<file path="config.mk">
export PLATFORM = sky130hd
export DESIGN_NAME = imem_arbiter
export DESIGN_NICKNAME = d
export VERILOG_FILES = /design/src/rtl/imem_arbiter_pkg.sv /design/src/rtl/imem_addr_check.sv /design/src/rtl/imem_arbiter.sv
export SDC_FILE = /design/constraint.sdc
export NUM_CORES = 1
export LEC_CHECK = 0
export CAP_MARGIN = 30
export CELL_PAD_IN_SITES_DETAIL_PLACEMENT = 0
export CELL_PAD_IN_SITES_GLOBAL_PLACEMENT = 2
export CORE_ASPECT_RATIO = 0.8
export CORE_MARGIN = 1.5
export CORE_UTILIZATION = 18
export DETAILED_ROUTE_END_ITERATION = 6
export GPL_TIMING_DRIVEN = 0
export PLACE_DENSITY_LB_ADDON = 0.08
export SLEW_MARGIN = 20
export SYNTH_ARGS = -nofsm -noshare
export SYNTH_HDL_FRONTEND = slang
export SYNTH_SLANG_ARGS = --single-unit
</file>
<file path="constraint.sdc">
create_clock -name clock -period 3.6 [get_ports clock]
set_input_delay 1.08 -clock clock [delete_from_list [all_inputs] [get_ports clock]]
set_output_delay 1.08 -clock clock [all_outputs]
set_load 0.005 [all_outputs]
</file>
<file path="src/rtl/imem_arbiter_pkg.sv">
// ============================================================================
// Module   : imem_arbiter_pkg
// Purpose  : Shared types and constants for the instruction memory arbiter.
// Revision : 1.0
// ============================================================================
`default_nettype none

package imem_arbiter_pkg;

    typedef enum logic [1:0] {
        OWN_NONE  = 2'd0,
        OWN_FETCH = 2'd1,
        OWN_DEBUG = 2'd2
    } owner_t;

    localparam logic [31:0] c_nop            = 32'h0000_0013;
    localparam int          c_addr_w_default = 8;

endpackage

`default_nettype wire

</file>
<file path="src/rtl/imem_addr_check.sv">
// ============================================================================
// Module   : imem_addr_check
// Purpose  : Byte-address decode: misalignment/range error and word address.
// Revision : 1.0
// ============================================================================
`default_nettype none

module imem_addr_check
    import imem_arbiter_pkg::*;
#(
    parameter int ADDR_W = c_addr_w_default
) (
    input  logic [31:0]       addr,
    output logic              err,
    output logic [ADDR_W-1:0] word
);

    logic w_misalign;
    logic w_out_of_range;

    assign w_misalign = |addr[1:0];
    assign word       = addr[ADDR_W+1:2];

    // Any set bit above the word-address field lands past the memory.
    generate
        if (ADDR_W < 30) begin : g_range
            assign w_out_of_range = |addr[31:ADDR_W+2];
        end else begin : g_full
            assign w_out_of_range = 1'b0;
        end
    endgenerate

    assign err = w_misalign | w_out_of_range;

endmodule

`default_nettype wire

</file>
<file path="src/rtl/imem_arbiter.sv">
// ============================================================================
// Module   : imem_arbiter
// Purpose  : Two-port (fetch/debug) read arbiter in front of a 1-cycle memory.
//            Define IMEM_STARVE_GUARD_EN to bound debug starvation.
// Revision : 1.0
// ============================================================================
`default_nettype none

module imem_arbiter
    import imem_arbiter_pkg::*;
#(
    parameter int ADDR_W       = c_addr_w_default,
    parameter int STARVE_LIMIT = 4
) (
    input  logic              clock,
    input  logic              rst,
    input  logic              f_req_valid,
    input  logic [31:0]       f_addr,
    output logic              f_req_ready,
    output logic              f_rsp_valid,
    output logic [31:0]       f_rsp_data,
    output logic              f_rsp_err,
    input  logic              flush,
    input  logic              d_req_valid,
    input  logic [31:0]       d_addr,
    output logic              d_req_ready,
    output logic              d_rsp_valid,
    output logic [31:0]       d_rsp_data,
    output logic              d_rsp_err,
    output logic              mem_rd_en,
    output logic [ADDR_W-1:0] mem_addr,
    input  logic [31:0]       mem_q
);

    logic              w_f_err;
    logic              w_d_err;
    logic [ADDR_W-1:0] w_f_word;
    logic [ADDR_W-1:0] w_d_word;
    logic              w_force_debug;
    logic [31:0]       w_rsp_word;
    owner_t            r_owner;
    logic              r_err;
    logic [31:0]       r_f_hold;
    logic [31:0]       r_d_hold;

    imem_addr_check #(.ADDR_W(ADDR_W)) u_f_check (
        .addr (f_addr),
        .err  (w_f_err),
        .word (w_f_word)
    );

    imem_addr_check #(.ADDR_W(ADDR_W)) u_d_check (
        .addr (d_addr),
        .err  (w_d_err),
        .word (w_d_word)
    );

`ifdef IMEM_STARVE_GUARD_EN
    localparam int                c_cnt_w = $clog2(STARVE_LIMIT + 1);
    localparam logic [c_cnt_w-1:0] c_limit = c_cnt_w'(STARVE_LIMIT);

    logic [c_cnt_w-1:0] r_starve_cnt;

    // Counts fetch wins only while debug is actually waiting.
    always_ff @(posedge clock) begin
        if (rst || !d_req_valid || d_req_ready) begin
            r_starve_cnt <= '0;
        end else if (f_req_ready) begin
            r_starve_cnt <= r_starve_cnt + 1'b1;
        end
    end

    assign w_force_debug = d_req_valid && (r_starve_cnt >= c_limit);
`else
    logic w_unused_limit;
    assign w_unused_limit = (STARVE_LIMIT > 0);
    assign w_force_debug  = 1'b0;
`endif

    assign f_req_ready = !rst && f_req_valid && !flush && !w_force_debug;
    assign d_req_ready = !rst && d_req_valid && !f_req_ready;

    // Illegal addresses are still granted, but never touch the memory.
    assign mem_rd_en = (f_req_ready && !w_f_err) || (d_req_ready && !w_d_err);
    assign mem_addr  = f_req_ready ? w_f_word :
                       d_req_ready ? w_d_word : '0;

    always_ff @(posedge clock) begin
        if (rst) begin
            r_owner <= OWN_NONE;
            r_err   <= 1'b0;
        end else if (f_req_ready) begin
            r_owner <= OWN_FETCH;
            r_err   <= w_f_err;
        end else if (d_req_ready) begin
            r_owner <= OWN_DEBUG;
            r_err   <= w_d_err;
        end else begin
            r_owner <= OWN_NONE;
            r_err   <= 1'b0;
        end
    end

    assign w_rsp_word  = r_err ? c_nop : mem_q;
    assign f_rsp_valid = !rst && (r_owner == OWN_FETCH) && !flush;
    assign d_rsp_valid = !rst && (r_owner == OWN_DEBUG);
    assign f_rsp_err   = f_rsp_valid && r_err;
    assign d_rsp_err   = d_rsp_valid && r_err;

    always_ff @(posedge clock) begin
        if (rst) begin
            r_f_hold <= '0;
            r_d_hold <= '0;
        end else begin
            if (f_rsp_valid) r_f_hold <= w_rsp_word;
            if (d_rsp_valid) r_d_hold <= w_rsp_word;
        end
    end

    assign f_rsp_data = rst ? 32'h0 : (f_rsp_valid ? w_rsp_word : r_f_hold);
    assign d_rsp_data = rst ? 32'h0 : (d_rsp_valid ? w_rsp_word : r_d_hold);

endmodule

`default_nettype wire

</file>
==> impl_metrics.tcl <==
set metrics [dict create \
    critPathKind "primary input to output pin" \
    ir_worst_vdd_v 0.000163 \
    yosysWarnings 0 \
    stdcell_count 754 \
    final_util_pct 36.3 \
    die_y_um 114 \
    first_iter_violations 93 \
    cts_tree "done" \
    core_um2 15000 \
    dr.pass1.iters 4 \
    ios 180 \
    numCtsBuffers 9 \
    place_inst 717 \
    slew_headroom_pct 53.5 \
    wirelength_um 12000 \
    critPathLaunchType "primary input" \
    yosys_most_used_dff "dfxtp_1" \
    finalHoldViolCount 0 \
    synthesis.area_um2 2750 \
    setup_violations 0 \
    hp-class "flop to flop" \
    ys_ff_latch 67 \
    wire_per_inst_um 15.9 \
    yosysSeqAreaShare_pct 48.8 \
    synth_simple_gate_area_share_pct 29.9 \
    r2r_cells 6 \
    synth_xor_area_share_pct 0 \
    gp_congestion 0.722 \
    layout-drive-gt1-share_pct 25.7 \
    avgSynthCellArea_um2 7.85 \
    final_max_slew_viol_count 0 \
    via_count 3131 \
    cts_sinks 67 \
    cts.path.max_buffers 2 \
    track_usage_pct 15.3 \
    critical_path.max_fanout 7 \
    synthAdderAreaFrac_pct 0 \
    num-nets-final 662 \
    tightestPinTransition_ns 0.698 \
    cts-root-buf "clkbuf_16" \
    grt-ovfl-total 0 \
    r2r-end "r_f_hold[1]" \
    postRouteAntennaNets 0 \
    synth_nets 451 \
    arrival_ns 2.47 \
    syn_inst 350 \
    synth_top_family_by_area "simple AND/OR/NAND/NOR gates" \
    power_density_nw_per_um2 347 \
    hold_depth 2 \
    hold-path-endpoint "r_d_hold[3]" \
    async_flop_share_pct 0 \
    ctsHoldBuffers 0 \
    max_freq_ghz 0.282 \
    status "finished, final reports clean" \
    clk_pin_slew_worst_paths_ns 0.05 \
    port_buffers 178 \
    finClkSkew_ns 0.00551 \
    fp.dieW_um 141 \
    r2r_setup_slack_ns 2.03 \
    min_period_ns 3.55 \
    grt_pass1_vias 3378 \
    antenna_found_initial 0 \
    grt_max_degree 11 \
    vias_per_cell 4.15 \
    dp_hpwl_um 8940 \
    min_from "r_d_hold[3]" \
    grt_pass1_wl_um 18100 \
    layout_commonest_cell "nand2_1" \
    syn_to_final_growth_pct 97.8 \
    antenna_cells 0 \
    final_cell_mix "nand2_1 (113), clkdlybuf4s50_1 (98), dfxtp_1 (67)" \
    start_util_pct 18.4 \
    synth_compound_area_share_pct 15.4 \
    crit_required_ns 2.52 \
    drc 0 \
    end_kind "output pin" \
    rsz0062_at_grt "true" \
    htree_levels 3 \
    synthMuxAreaShare_pct 0 \
    timing.rr.start "r_owner[1]" \
    die_area_um2 16000 \
    period_share_pct 98.5 \
    power_leakage_nw 2.27 \
    ys_types 20 \
    max_cap_violations 0 \
    worstSkewPairLatency_ns 0.34 \
    synth_edf_count 0 \
    num_rows 40 \
]
## repair_timing
item	CTS	global route
hold endpoints to repair	0	0
setup endpoints to repair	79	39
setup buffers	14	3
cloned	3	2
pin swaps	14	14
gates resized for setup	211	55
## sequential cells by signal (all words and copies together), names as in the netlist
name      flops
r_d_hold     32
r_f_hold     32
r_owner       2
r_err         1
## per-layer routing
metal  global-route usage (%)  part of all wire (%)  wire length, µm  vias to the layer above
li1                         -                     -                -                     1583
met1                     16.9                    42             5050                     1415
met2                     28.0                    50             5960                      123
met3                     4.95                   7.0              842                       10
met4                     4.79                   1.3              155                        0
met5                        0                     0                0                        -
## cell type report
class | instances | area [µm²]
inverters | 2 | 27.5
repair buffers | 198 | 1800
clock buffers | 13 | 270
flip-flops and latches | 67 | 1340
well taps | 189 | 236
clock inverters | 2 | 10.0
plain buffers | 25 | 223
fillers | 1586 | 9530
repair inverters | 2 | 15.0
multi-input cells | 256 | 1510
## worst max-delay path, stage by stage
cell and delay [ns]:
buf_6 0.12, or3b_4 0.45, inv_8 0.11, buf_8 0.12, nand2_1 0.09, a21oi_4 0.23
dlygate4sd2_1 0.27
## worst max-delay path by stage
stage / slack, ns / depth (start not counted) / end / from
4_1_cts: -0.12 / 7 / d_rsp_data[28] / rst
3_5_place_dp: -0.72 / 7 / f_rsp_data[5] / flush
3_3_place_gp: -0.72 / 7 / f_rsp_data[19] / flush
6_report: 0.05 / 7 / d_rsp_data[31] / rst
2_1_floorplan: 0.35 / 6 / f_rsp_data[24] / rst
5_1_grt: -0.02 / 7 / f_rsp_data[2] / flush
## cells in the mapped netlist (all sizes together), types with 2 or more instances
library cell	n	area, µm²
nand2	119	447
a21oi	58	290
nand4	2	12.5
a211oi	6	45.0
nor2	11	41.3
a22o	9	78.8
dfxtp	67	1340
and2	2	12.5
nor4	12	75.1
nor2b	29	181
buf	12	98.8
o21ai	2	10.0
nor3b	4	30.0
clkbuf	13	48.8
## kinds of logic after synthesis
logic type	count (synthesis)
simple gates	181
buf+inv	27
flops	67
compound gates	75
## per-stage QoR
stage                     TNS (ns)  instance area (µm²)  power [W]  hold WS, ns  setup WS, ns
final                            0                 5430    0.00189        0.456        0.0522
after CTS                   -0.570                 5380    0.00191        0.457        -0.117
after detailed placement    -39.66                 4770    0.00105        0.455        -0.720
after global placement      -38.95                 4770    0.00105        0.447        -0.721
after floorplan                  0                 2750   0.000861        0.463         0.353
after global routing       -0.0270                 5430    0.00197        0.467       -0.0238
## report_power, final
| group | internal, W | switching [W] | total [W] |
|---|---|---|---|
| combinational | 0.000168 | 0.000122 | 0.000289 |
| clock | 0.000516 | 0.000317 | 0.000833 |
| sequential | 0.000757 | 0.00000645 | 0.000763 |
| total | 0.00144 | 0.000445 | 0.00189 |
No activity file was read; power rests on OpenSTA's default activity.
